`src/rtl/mem_stage.sv`:
```
// rtl/mem_stage.sv - LoongArch memory-access pipeline stage (EX->ME->WB)
//
// Registers the execute-to-memory bus, reads the synchronous data-SRAM
// result, extracts sign/zero-extended byte/half/word load data and hands the
// final writeback value to WB under valid/allow-in handshaking.
//
// Ports:
//   clk, reset        clock (rising edge), asynchronous active-high reset
//   EX_to_ME_Valid/Bus  incoming instruction and its 76-bit payload
//   ME_Allow_in       stage can accept a new instruction this cycle
//   data_sram_rdata   SRAM read data, valid in the instruction's first ME cycle
//   WB_Allow_in       writeback can accept
//   ME_to_WB_Valid/Bus  outgoing {pc, final_result, gr_we, dest}
//   ME_dest           pending destination register, 0 when none
//   ME_Forward_Res    final_result for ID forwarding
//   ME_to_ID_Ld_op    a load sits in ME (load-use hazard tap)

module mem_stage #(
    parameter int IN_W  = 76,
    parameter int OUT_W = 70
) (
    input  logic             clk,
    input  logic             reset,
    input  logic             EX_to_ME_Valid,
    input  logic [IN_W-1:0]  EX_to_ME_Bus,
    output logic             ME_Allow_in,
    input  logic [31:0]      data_sram_rdata,
    input  logic             WB_Allow_in,
    output logic             ME_to_WB_Valid,
    output logic [OUT_W-1:0] ME_to_WB_Bus,
    output logic [4:0]       ME_dest,
    output logic [31:0]      ME_Forward_Res,
    output logic             ME_to_ID_Ld_op
);

    typedef enum logic {
        RD_FRESH = 1'b0,
        RD_HELD  = 1'b1
    } rd_state_e;

    logic            me_valid_q;
    logic [IN_W-1:0] payload_q;
    rd_state_e       rd_state_q, rd_state_d;
    logic [31:0]     rd_buf_q, rd_buf_d;

    logic        me_ready_go;
    logic        ld_signed, is_byte, is_half, res_from_mem, gr_we;
    logic [1:0]  off;
    logic [31:0] pc, alu_result, load_word, load_result, final_result;
    logic [4:0]  dest;
    logic [7:0]  ld_b;
    logic [15:0] ld_h;

    assign ld_signed    = payload_q[75];
    assign is_byte      = payload_q[74];
    assign is_half      = payload_q[73];
    assign off          = payload_q[72:71];
    assign pc           = payload_q[70:39];
    assign alu_result   = payload_q[38:7];
    assign res_from_mem = payload_q[6];
    assign gr_we        = payload_q[5];
    assign dest         = payload_q[4:0];

    assign me_ready_go    = 1'b1;
    assign ME_Allow_in    = !me_valid_q || (me_ready_go && WB_Allow_in);
    assign ME_to_WB_Valid = me_valid_q && me_ready_go;

    always_ff @(posedge clk or posedge reset) begin
        if (reset) begin
            me_valid_q <= 1'b0;
            payload_q  <= '0;
        end else if (ME_Allow_in) begin
            me_valid_q <= EX_to_ME_Valid;
            if (EX_to_ME_Valid) begin
                payload_q <= EX_to_ME_Bus;
            end
        end
    end

    // The SRAM only presents the read word during the instruction's first
    // cycle in ME; if WB stalls us, snapshot it so later SRAM traffic from
    // younger instructions cannot corrupt the result.
    always_ff @(posedge clk or posedge reset) begin
        if (reset) begin
            rd_state_q <= RD_FRESH;
            rd_buf_q   <= '0;
        end else begin
            rd_state_q <= rd_state_d;
            rd_buf_q   <= rd_buf_d;
        end
    end

    always_comb begin
        rd_state_d = rd_state_q;
        rd_buf_d   = rd_buf_q;
        if (ME_Allow_in) begin
            // Either a new instruction enters or the stage empties.
            rd_state_d = RD_FRESH;
        end else if (rd_state_q == RD_FRESH && me_valid_q && !WB_Allow_in) begin
            rd_state_d = RD_HELD;
            rd_buf_d   = data_sram_rdata;
        end
    end

    assign load_word = (rd_state_q == RD_HELD) ? rd_buf_q : data_sram_rdata;

    always_comb begin
        ld_b = 8'h00;
        case (off)
            2'd0: ld_b = load_word[7:0];
            2'd1: ld_b = load_word[15:8];
            2'd2: ld_b = load_word[23:16];
            2'd3: ld_b = load_word[31:24];
            default: ld_b = 8'h00;
        endcase
    end

    // Halfword loads are aligned; off[0] is ignored.
    assign ld_h = off[1] ? load_word[31:16] : load_word[15:0];

    always_comb begin
        load_result = load_word;
        if (is_byte) begin
            load_result = {{24{ld_signed & ld_b[7]}}, ld_b};
        end else if (is_half) begin
            load_result = {{16{ld_signed & ld_h[15]}}, ld_h};
        end
    end

    assign final_result = res_from_mem ? load_result : alu_result;

    assign ME_to_WB_Bus   = {pc, final_result, gr_we, dest};
    assign ME_Forward_Res = final_result;
    assign ME_dest        = dest & {5{me_valid_q & gr_we}};
    assign ME_to_ID_Ld_op = me_valid_q & res_from_mem;

endmodule

```
`config.mk`:
```
export PLATFORM = sky130hd
export DESIGN_NAME = mem_stage
export DESIGN_NICKNAME = d
export VERILOG_FILES = /design/src/rtl/mem_stage.sv
export SDC_FILE = /design/constraint.sdc
export NUM_CORES = 1
export LEC_CHECK = 0
export CAP_MARGIN = 15
export CORE_MARGIN = 2
export CORE_UTILIZATION = 40
export CTS_CLUSTER_DIAMETER = 60
export CTS_CLUSTER_SIZE = 28
export DETAILED_ROUTE_END_ITERATION = 12
export DONT_BUFFER_PORTS = 1
export GPL_TIMING_DRIVEN = 0
export HOLD_SLACK_MARGIN = 0.06
export PLACE_DENSITY = 0.58
export SLEW_MARGIN = 40
export SYNTH_ARGS = -nofsm -noshare
export SYNTH_HDL_FRONTEND = slang
export SYNTH_SLANG_ARGS = --single-unit
```
`constraint.sdc`:
```
create_clock -name clk -period 3.12 [get_ports clk]
set_input_delay 0.468 -clock clk [delete_from_list [all_inputs] [get_ports clk]]
set_output_delay 0.468 -clock clk [all_outputs]
set_load 0.01 [all_outputs]
```
# == Yosys cells after proc, flatten, opt, wreduce, memory -nomap -nowiden ==
# Cells that the tools add are included.
# totals
ff_bits,110
output_inout_bits,110
word_cells,31
# op_classes
eq_ne,3
n_mux,8
bitwise,7
reduce_logical,9
# ops
op,count
$mux W32,4
$pmux W8 S4,1
$mux W16,1
$and A5 B5 Y5,1
$and A1 B1 Y1,4
$eq A2 B2 Y1 const B,2
$reduce_and A2 Y1,2
$eq A2 B1 Y1 const B,1
$logic_and A1 B1 Y1,2
$logic_not A1 Y1,2
$logic_not A2 Y1,1
$mux W1,2
$not A1 Y1,2
$reduce_bool A2 Y1,1
$logic_or A1 B1 Y1,1

# == Logic depth before layout (Yosys ltp) ==
# Gate-level depths: netlist of the first run.
# depth
word_depth,6
mapped_depth,8
depth_no_buf,4

# == Worst setup path after synthesis of the first run ==
# Ideal clock, no wire load.
# synth_timing
path_type,register -> output
startpoint,register payload_q[72]
endpoint,output port ME_to_WB_Bus[10]
t_arrival_ns,1.801
required_time_ns,2.652
setup_slack_ns,0.851
path_stages_with_launch,7
cell_sequence,dfrtp_1 > nand2_1 > buf_1 > mux2_2 > a22oi_1 > o21ai_0 > buf_4
# synth_via
elab_chain_cells,4
word_cells_on_any_way,9
classes_between,eq/ne: 3; mux: 5; reduce/logical: 1
# synth_lines
item,line_no,rtl
from (decl),42,logic [IN_W-1:0] payload_q;
from (signal assigned),75,payload_q <= EX_to_ME_Bus;
$eq A2 B2 Y1 (tied with other cells),109,case (off)
$pmux W8 S4 or $mux W32 (tied branches),"109, 125",
$mux W32 (*),123,if (is_byte) begin
$mux W32 (*),130,assign final_result = res_from_mem ? load_result : alu_result;
to (decl),30,"output logic [OUT_W-1:0] ME_to_WB_Bus,"
# Mark *: on every way between the ends. The rest lies on a longest branch, timed or not.

# == Worst setup path after layout of the first run ==
# layout_timing
startpoint,register rd_state_q
endpoint,output port ME_to_WB_Bus[13]
# layout_via
elab_chain_cells,5
word_cells_on_any_way,6
classes_between,mux: 6
# layout_lines
item,line_no,rtl
from (decl),43,"rd_state_e rd_state_q, rd_state_d;"
from (signal assigned),88,rd_state_q <= rd_state_d;
$mux W32 (*),105,assign load_word = (rd_state_q == RD_HELD) ? rd_buf_q : data_sram_rdata;
$mux W16,119,assign ld_h = off[1] ? load_word[31:16] : load_word[15:0];
$mux W32,125,end else if (is_half) begin
$mux W32 (*),123,
$mux W32 (*),130,
# Marks and branches as above.

==> flow_metrics.env, run 1 <==
export IMPL_drv_slew=0
export IMPL_tns_ns=0
export IMPL_synth_seq_area_share=0.445
export IMPL_ys_types=26
export IMPL_drive_gt1_frac=0.479
export IMPL_p_switching_w=0.00146
export IMPL_die_w_um=128
export IMPL_final_cell_mix="136 x mux2_2, 110 x dfrtp_1, 71 x buf_4"
export IMPL_worst_setup_path_type="reg -> out"
export IMPL_cap_viol_max_count=0
export IMPL_gp_congestion=0.813
export IMPL_skew_ns=0.00472
export IMPL_synthAdderAreaFrac=0
export IMPL_multi_input_area_sq_mm=0.00273
export IMPL_wl_per_cell_um=22.8
export IMPL_ys_flop_type="dfrtp_1"
export IMPL_synth_top_family_by_area="multiplexers"
export IMPL_swShare=0.335
export IMPL_status="complete, no violations"
export IMPL_ys_ff_latch=110
export IMPL_routed_wl_um=16600
export IMPL_htree_levels=3
export IMPL_relSlewSlack=0.508
export IMPL_rsz0062_at_grt="no"
export IMPL_synth_compound_area_frac=0.0690
export IMPL_grt_max_degree=26
export IMPL_cts_buffers=9
export IMPL_synthCells=519
export IMPL_syn_area_sq_mm=0.00618
export IMPL_clk_pin_slew_ns=0.08
export IMPL_worst_slew_pin_transition_ns=0.731
export IMPL_powerDensity_mw_per_mm2=637
export IMPL_antenna_found_initial=3
export IMPL_num_rows=45
export IMPL_synthesis_nets=631
export IMPL_post_route_min_period_ns=2.96
export IMPL_drc=0
export IMPL_power_frac_comb=0.324
export IMPL_yosys_area_share_xor_xnor=0
export IMPL_grt_usage=0.202
export IMPL_cts_path_max_buffers=2
export IMPL_routed_via_count=4078
export IMPL_grt_overflow_total=0
export IMPL_internal_power_w=0.00290
export IMPL_setup_viol=0
export IMPL_cts_tree="yes"
export IMPL_synth_top_area_cell="dfrtp_1"
export IMPL_synthArstFlopShare=1.00
export IMPL_fin_crit_sh=0.948
export IMPL_via_per_inst=5.59
export IMPL_post_route_util=0.452
export IMPL_sequentialPowerShare=0.415
export IMPL_area_growth_pct=10.9
export IMPL_layout_commonest_cell="mux2_2"
export IMPL_avgSynthCellArea_sq_um=11.9
export IMPL_synthTopCellsByArea="dfrtp_1 45%, mux2_2 25%, buf_4 8.6%"
export IMPL_place_inst=712
export IMPL_nets=648
export IMPL_arrival_ns=2.49
export IMPL_regArea_sq_mm=0.00275
export IMPL_crit_path_start_kind="flip-flop"
export IMPL_ant_nets=0
export IMPL_instances_no_fill=730
export IMPL_start_util=0.408
export IMPL_synth_top_area_frac=0.445
export IMPL_grt_pass1_wl_um=24800
export IMPL_dp_hpwl_um=12800
export IMPL_crit_path_end_kind="output pin"
export IMPL_yosys_area_share_simple=0.0514
export IMPL_clock_sinks=110
export IMPL_first_iter_violations=208
export IMPL_synth_mux_area_frac=0.320
export IMPL_hold_class="in -> reg"
export IMPL_n_fill_cell=1407
export IMPL_cp_required_ns=2.65
export IMPL_dr_pass1_iters=4
export IMPL_finalHoldViolCount=0
export IMPL_cp_max_fo=10
export IMPL_max_freq_mhz=338
export IMPL_die_h_um=128
export IMPL_yosysWarnings=0
export IMPL_clock_power_share=0.261
export IMPL_core_area_sq_mm=0.0151
export IMPL_power_leakage_nw=3.06
export IMPL_portBuffers=0
export IMPL_die_area_sq_mm=0.0165
export IMPL_io_pins=222
export IMPL_ir_worst_vdd_mv=0.389
export IMPL_first_global_vias=4404
export IMPL_clk_insertion_delay_late_ns=0.35
export IMPL_synth_edf_count=0
export IMPL_clockRootBuffer="clkbuf_16"
## kinds of logic (layout without fill, tap and decap cells)
family,after synthesis,in the layout
AO/OA/AOI/OAI,57,57
buffers and inverters,107,129
AND/OR/NAND/NOR,67,67
other,0,1
multiplexers,178,178
flip-flops,110,110
## critical path, cell delays in order, from the launching register on
cell      delay [ns]
dfrtp_1         0.34
buf_6           0.16
buf_2           0.31
clkbuf_4        0.31
mux4_2          0.31
a22oi_1         0.15
o21ai_0         0.30
buf_4           0.26
## state kept, by name, indices dropped and copies added (netlist names)
signal / count
rd_state_q: 1
payload_q: 76
ME_to_WB_Valid: 1
rd_buf_q: 32
## final timing paths
kind / slack [ns] / depth (start not counted) / to / start
min in group asynchronous: 0.61 / 2 / payload_q[57]$_DFFE_PP0P_ / reset
setup reg to reg: 0.99 / 5 / payload_q[25]$_DFFE_PP0P_ / ME_to_WB_Valid$_DFFE_PP0N_
setup / recovery: 0.16 / 7 / ME_to_WB_Bus[13] / rd_state_q$_DFFE_PP0P_
hold reg to reg: 0.51 / 1 / payload_q[30]$_DFFE_PP0P_ / payload_q[30]$_DFFE_PP0P_
max in group asynchronous: 1.68 / 5 / payload_q[27]$_DFFE_PP0P_ / reset
hold / removal: 0.22 / 1 / ME_to_WB_Valid$_DFFE_PP0N_ / EX_to_ME_Valid
## layer usage
metal / routed length [um] / GRT usage
met1: 6480 / 0.236
met5: 30 / 0
met4: 241 / 0.0504
met3: 1710 / 0.0943
met2: 8190 / 0.338
## power groups by stage
stage	Clock [W]	Sequential [W]	Combinational, W
final	0.00114	0.00181	0.00141
after global routing	0.00124	0.00184	0.00153
after CTS	0.00119	0.00181	0.00143
after detailed placement	0	0.00183	0.00142
after global placement	0	0.00182	0.00140
after floorplan	0	0.00178	0.00117
## synthesized netlist by cell type (7+ instances only)
library cell and instances:
mux2i_1 40, nand2_1 25, nand3_1 14, a221o_1 8, buf_2 18, a21oi_1 7
nor2_1 10, and3_1 7, o21ai_0 8, a22oi_1 31, mux2_2 136, clkbuf_1 8
buf_4 71, dfrtp_1 110
## cell type report
class / instances / area share
well taps: 188 / 0.0343
flip-flops and latches: 110 / 0.402
clock buffers: 9 / 0.0329
clock inverters: 7 / 0.00968
repair buffers: 6 / 0.0186
plain buffers: 101 / 0.101
inverters: 6 / 0.00383
diodes: 1 / 0.000365
multi-input cells: 302 / 0.398
## what timing repair did
action | CTS | global route
resized for setup | 3 | 7
setup buffers | 0 | 0
cloned | 0 | 0
setup endpoints to repair | 5 | 8
hold buffers | 1 | 0
endpoints found under the hold margin | 17 | 0
## through the flow
step	power, W	instance area (sq um)	setup slack [ns]	hold slack [ns]
after floorplan	0.00295	6180	0.851	0.479
after global placement	0.00322	6420	0.216	0.489
after detailed placement	0.00326	6540	0.247	0.393
after CTS	0.00442	6840	0.0231	0.200
after global routing	0.00461	6850	0.0236	0.206
final	0.00437	6850	0.163	0.221
Note: power is estimated with default switching activity, not from simulation.
==> run 2: changes to the inputs <==
==> constraint.sdc (replaced) <==
create_clock -name clk -period 3.12 [get_ports clk]
set_input_delay 0.312 -clock clk [delete_from_list [all_inputs] [get_ports clk]]
set_output_delay 0.312 -clock clk [all_outputs]
set_load 0.01 [all_outputs]
==> run 2 against run 1 <==
- count of clock-buffer cells in the layout unchanged
- first-iteration DRC count down 3.8%
- clock power about the same
- flip-flop and latch count unchanged
- critical path depth down 1
- worst setup slack better by 0.013 ns
- highest routed layer unchanged
- critical endpoint is now ME_to_WB_Bus[10]
- critical path type unchanged
==> flow_metrics.env, run 2 (same netlist as run 1, synthesis figures left out) <==
export IMPL_tns_ns=0
export IMPL_start_util=0.408
export IMPL_largest_register_ff_count=76
export IMPL_finalHoldViolCount=0
export IMPL_clockRootBuffer="clkbuf_16"
export IMPL_finalWorstSetupSlack_ns=0.176
export IMPL_wl_per_cell_um=22.8
export IMPL_crit_buf_inv=2
export IMPL_dpl_worst_slack_ns=0.403
export IMPL_portBuffers=0
export IMPL_rsz0062_at_grt="no"
export IMPL_ant_nets=0
export IMPL_final_cell_mix="136 x mux2_2, 110 x dfrtp_1, 71 x buf_4"
export IMPL_cp_top_family="buffers and inverters"
export IMPL_gp_congestion=0.813
export IMPL_status="complete, no violations"
export IMPL_cts_tree="yes"
export IMPL_die_h_um=128
export IMPL_swShare=0.336
export IMPL_dp_hpwl_um=12800
export IMPL_nets=649
export IMPL_ir_worst_vdd_mv=0.390
export IMPL_cp_required_ns=2.81
export IMPL_met1_length_um=6480
export IMPL_first_iter_violations=200
export IMPL_grt_pass1_wl_um=24800
export IMPL_place_inst=712
export IMPL_setup_viol=0
export IMPL_dr_wl_met3_um=1720
export IMPL_die_area_sq_mm=0.0165
export IMPL_dr_wl_met2_um=8220
export IMPL_p_switching_w=0.00147
export IMPL_cap_viol_max_count=0
export IMPL_worst_setup_path_type="reg -> out"
export IMPL_post_route_cell_area_sq_mm=0.00685
export IMPL_area_growth_pct=10.9
export IMPL_grt_max_degree=26
export IMPL_cts_buffers=9
export IMPL_first_global_vias=4413
export IMPL_hold_class="in -> reg"
export IMPL_clock_power_share=0.262
export IMPL_io_pins=222
export IMPL_cp_cell_sequence="nand2_1 -> buf_1 -> mux2_2 -> a22oi_1 -> o21ai_0 -> buf_4"
export IMPL_internal_power_w=0.00290
export IMPL_grt_usage=0.202
export IMPL_drive_gt1_frac=0.470
export IMPL_hold_ws_ns=0.0929
export IMPL_fin_crit_sh=0.944
export IMPL_layout_commonest_cell="mux2_2"
export IMPL_cts_path_max_buffers=2
export IMPL_drv_slew=0
export IMPL_clock_sinks=110
export IMPL_dr_pass1_iters=5
export IMPL_max_freq_mhz=340
export IMPL_routed_wl_um=16700
export IMPL_instances_no_fill=731
export IMPL_clk_pin_slew_ns=0.08
export IMPL_crit_path_end_kind="output pin"
export IMPL_crit_path_start_kind="flip-flop"
export IMPL_routed_via_count=4054
export IMPL_sequentialPowerShare=0.414
export IMPL_clk_insertion_delay_late_ns=0.36
export IMPL_antenna_found_initial=3
export IMPL_powerDensity_mw_per_mm2=638
export IMPL_worst_slew_pin_transition_ns=0.703
export IMPL_core_area_sq_mm=0.0151
export IMPL_drc=0
export IMPL_via_per_inst=5.55
export IMPL_regMostFlops="payload_q"
export IMPL_arrival_ns=2.63
export IMPL_top_layer_used="met5"
export IMPL_skew_ns=0.00567
export IMPL_grt_overflow_total=0
export IMPL_relSlewSlack=0.526
export IMPL_dpl_cell_area_sq_mm=0.00654
export IMPL_critPathMaxStageDelay_ns=0.52
export IMPL_cp_max_fo=10
export IMPL_slowest_stage="buf_1"
export IMPL_power_leakage_nw=3.06
export IMPL_die_w_um=128
export IMPL_top_regs="payload_q (76), rd_buf_q (32)"
export IMPL_power_frac_comb=0.323
export IMPL_num_rows=45
export IMPL_htree_levels=3
export IMPL_post_route_min_period_ns=2.94
==> run 2: changes by cell type in the layout (fill, tap and decap cells not counted), sizes merged <==
| cell | previous run | this run |
|---|---|---|
| buf | 96 | 97 |
| dlygate4sd3 | 1 | 2 |
| clkbuf | 19 | 18 |
==> run 2: power groups by stage <==
stage	Combinational (W)	Sequential, W	Clock [W]
floorplan	0.00117	0.00178	0
global placement	0.00140	0.00182	0
finish	0.00141	0.00181	0.00115
global route	0.00153	0.00184	0.00124
CTS	0.00143	0.00181	0.00119
detailed placement	0.00142	0.00183	0
==> run 2: layout make-up <==
type | count | area [sq um]
Fill cell | 1407 | 8290
Sequential cell | 110 | 2750
Multi-Input combinational cell | 302 | 2720
Buffer | 101 | 686
Tap cell | 188 | 235
Clock buffer | 9 | 225
Timing Repair Buffer | 7 | 138
Clock inverter | 7 | 66.3
Inverter | 6 | 26.3
Antenna cell | 1 | 2.50
==> run 2: worst reg2reg max path: cells and delay by family, from the launching register on <==
kind	cells	cell delay [ns]
buf+inv	2	0.62
flops	1	0.56
mux	1	0.38
simple gates	2	0.46
==> run 2: final timing paths <==
path                                       startpoint                         to  slack, ns  cells after the start
min in group asynchronous                       reset  payload_q[57]$_DFFE_PP0P_       0.45                      2
min                                   EX_to_ME_Bus[4]   payload_q[4]$_DFFE_PP0P_       0.09                      1
max reg2reg                ME_to_WB_Valid$_DFFE_PP0N_  payload_q[25]$_DFFE_PP0P_       0.99                      5
max                         payload_q[72]$_DFFE_PP0P_           ME_to_WB_Bus[10]       0.18                      6
max in group asynchronous                       reset  payload_q[27]$_DFFE_PP0P_       1.83                      5
min reg2reg                 payload_q[30]$_DFFE_PP0P_  payload_q[30]$_DFFE_PP0P_       0.51                      1
==> run 2: through the flow <==
stage,power [W],util
2_1_floorplan,0.00295,-
3_3_place_gp,0.00322,0.424
3_5_place_dp,0.00326,0.432
4_1_cts,0.00442,0.452
5_1_grt,0.00461,0.452
6_report,0.00437,0.452
==> run 2: metal layers <==
metal / track usage / vias up
li1: - / 1830
met1: 0.236 / 2019
met2: 0.339 / 184
met3: 0.0943 / 17
met4: 0.0504 / 4
met5: 0 / -
==> run 2: what timing repair did <==
item	4_1_cts	5_1_grt
resized for setup	0	4
endpoints found under the hold margin	18	0
hold buffers	2	0
endpoints found under the setup margin	0	4
buffers inserted	0	0
==> run 3: changes to the inputs <==
--- a/config.mk
+++ b/config.mk
@@ -7,14 +7,14 @@
 export LEC_CHECK = 0
 export CAP_MARGIN = 15
 export CORE_MARGIN = 2
-export CORE_UTILIZATION = 40
+export CORE_UTILIZATION = 30
 export CTS_CLUSTER_DIAMETER = 60
 export CTS_CLUSTER_SIZE = 28
 export DETAILED_ROUTE_END_ITERATION = 12
 export DONT_BUFFER_PORTS = 1
 export GPL_TIMING_DRIVEN = 0
 export HOLD_SLACK_MARGIN = 0.06
-export PLACE_DENSITY = 0.58
+export PLACE_DENSITY = 0.47
 export SLEW_MARGIN = 40
 export SYNTH_ARGS = -nofsm -noshare
 export SYNTH_HDL_FRONTEND = slang
==> run 3 against run 2 <==
- count of clock-buffer cells in the layout unchanged
- clock power up 5%
- sequential power about the same
- total power up 1.8%
- largest cell class unchanged
==> flow_metrics.env, run 3 (same netlist as run 1, synthesis figures left out) <==
export IMPL_final_cell_mix="136 x mux2_2, 110 x dfrtp_1, 71 x buf_4"
export IMPL_powerDensity_mw_per_mm2=637
export IMPL_dp_hpwl_um=13900
export IMPL_nets=649
export IMPL_grt_usage=0.163
export IMPL_tns_ns=0
export IMPL_drc=0
export IMPL_status="complete, no violations"
export IMPL_dr_pass1_iters=4
export IMPL_swShare=0.330
export IMPL_crit_path_end_kind="output pin"
export IMPL_antenna_found_initial=4
export IMPL_n_fill_cell=2041
export IMPL_grt_max_degree=24
export IMPL_fin_crit_sh=0.935
export IMPL_rrSetupSlack_ns=0.97
export IMPL_clk_pin_slew_ns=0.08
export IMPL_cp_max_fo=10
export IMPL_skew_ns=0.00799
export IMPL_drive_gt1_frac=0.473
export IMPL_clock_power_share=0.273
export IMPL_cp_required_ns=2.81
export IMPL_post_cts_buffers=0
export IMPL_die_h_um=148
export IMPL_routed_via_count=4091
export IMPL_finalHoldViolCount=0
export IMPL_layout_commonest_cell="mux2_2"
export IMPL_power_frac_comb=0.321
export IMPL_critPathMaxStageDelay_ns=0.51
export IMPL_cts_buffers=9
export IMPL_die_area_sq_mm=0.0218
export IMPL_arrival_ns=2.61
export IMPL_power_leakage_nw=3.08
export IMPL_grt_overflow_total=0
export IMPL_top_regs="payload_q (76), rd_buf_q (32)"
export IMPL_routed_wl_um=17700
export IMPL_io_pins=222
export IMPL_grt_pass1_wl_um=26600
export IMPL_via_per_inst=5.03
export IMPL_regMostFlops="payload_q"
export IMPL_relSlewSlack=0.516
export IMPL_cts_tree="yes"
export IMPL_portBuffers=0
export IMPL_first_iter_violations=161
export IMPL_core_area_sq_mm=0.0202
export IMPL_hold_class="in -> reg"
export IMPL_slowest_stage="o21ai_0"
export IMPL_clockRootBuffer="clkbuf_16"
export IMPL_post_route_min_period_ns=2.92
export IMPL_first_global_vias=4335
export IMPL_ant_nets=0
export IMPL_area_growth_pct=12.9
export IMPL_num_rows=52
export IMPL_clock_sinks=110
export IMPL_max_freq_mhz=343
export IMPL_setup_viol=0
export IMPL_wl_per_cell_um=21.8
export IMPL_largest_register_ff_count=76
export IMPL_clk_insertion_delay_late_ns=0.35
export IMPL_cp_cell_sequence="buf_6 -> buf_2 -> buf_2 -> nor2b_1 -> nand2_1 -> nand3_1 -> o21ai_0 -> buf_4"
export IMPL_sequentialPowerShare=0.407
export IMPL_crit_top_cell="buf_2"
export IMPL_ir_worst_vdd_mv=0.296
export IMPL_cap_viol_max_count=0
export IMPL_die_w_um=148
export IMPL_p_switching_w=0.00147
export IMPL_cts_path_max_buffers=2
export IMPL_worst_setup_path_type="reg -> out"
export IMPL_hold_ws_ns=0.0976
export IMPL_worst_slew_pin_transition_ns=0.718
export IMPL_internal_power_w=0.00298
export IMPL_rsz0062_at_grt="no"
export IMPL_start_util=0.305
export IMPL_gp_congestion=0.798
export IMPL_htree_levels=3
export IMPL_power_w=0.00445
export IMPL_drv_slew=0
export IMPL_crit_path_start_kind="flip-flop"
-- run 3: cell count changes in the layout (fill, tap and decap cells not counted) --
cell,previous run,this run
clkinvlp_4,2,1
diode_2,1,2
inv_6,2,3
buf_1,1,0
clkinv_2,1,0
inv_8,1,0
buf_12,1,2
bufinv_16,0,1
clkbuf_2,2,4
clkbuf_1,7,6
buf_8,1,0
-- run 3: layout make-up --
cell class	count	area (sq um)	share of cell area
sequential	110	2750	0.394
multi-input combinational	302	2720	0.390
buffer	101	688	0.0986
tap	270	338	0.0484
clock buffer	9	225	0.0323
timing repair buffer	7	143	0.0204
clock inverter	6	81.3	0.0117
inverter	6	26.3	0.00376
antenna	2	5.00	0.000717
-- run 3: critical path: cells and delay by family, from the launching register on --
kind | cells | cell delay [ns]
buffers and inverters | 4 | 1.03
AOI/OAI and AO/OA | 1 | 0.51
and+or+nand+nor | 3 | 0.36
DFF | 1 | 0.34
-- run 3: worst paths after layout --
| kind | start | to | cells after the start |
|---|---|---|---|
| max | rd_state_q$_DFFE_PP0P_ | ME_to_WB_Bus[6] | 8 |
| min | EX_to_ME_Bus[58] | payload_q[58]$_DFFE_PP0P_ | 1 |
| max reg2reg | ME_to_WB_Valid$_DFFE_PP0N_ | payload_q[13]$_DFFE_PP0P_ | 5 |
| min reg2reg | payload_q[39]$_DFFE_PP0P_ | payload_q[39]$_DFFE_PP0P_ | 1 |
| max in group asynchronous | reset | payload_q[28]$_DFFE_PP0P_ | 5 |
| min in group asynchronous | reset | payload_q[54]$_DFFE_PP0P_ | 2 |
-- run 3: layer usage --
metal	vias to the layer above	track usage	share of wire
met2	159	0.275	0.50
met1	2081	0.194	0.41
met5	-	0	0.0010
met4	4	0.0346	0.010
met3	12	0.0694	0.086
li1	1835	-	-
-- run 3: power groups by stage --
stage | Sequential (W) | Combinational (W) | Clock [W]
global route | 0.00184 | 0.00154 | 0.00132
floorplan | 0.00178 | 0.00117 | 0
detailed placement | 0.00183 | 0.00144 | 0
finish | 0.00181 | 0.00143 | 0.00121
global placement | 0.00182 | 0.00141 | 0
CTS | 0.00181 | 0.00145 | 0.00126
-- run 3: through the flow --
stage                     utilization  std cells  area, sq um  worst slack [ns]
after detailed placement        0.328        794         6650             0.405
after floorplan                     -        519         6180              1.01
final                           0.345        813         6980             0.203
after CTS                       0.345        811         6970            0.0124
after global placement          0.322        789         6520             0.424
after global routing            0.345        811         6980            0.0412
-- run 3: timing repair --
action	CTS	global route
gates resized for setup	0	7
endpoints found under the setup margin	0	7
endpoints found under the hold margin	28	0
hold buffers	2	0
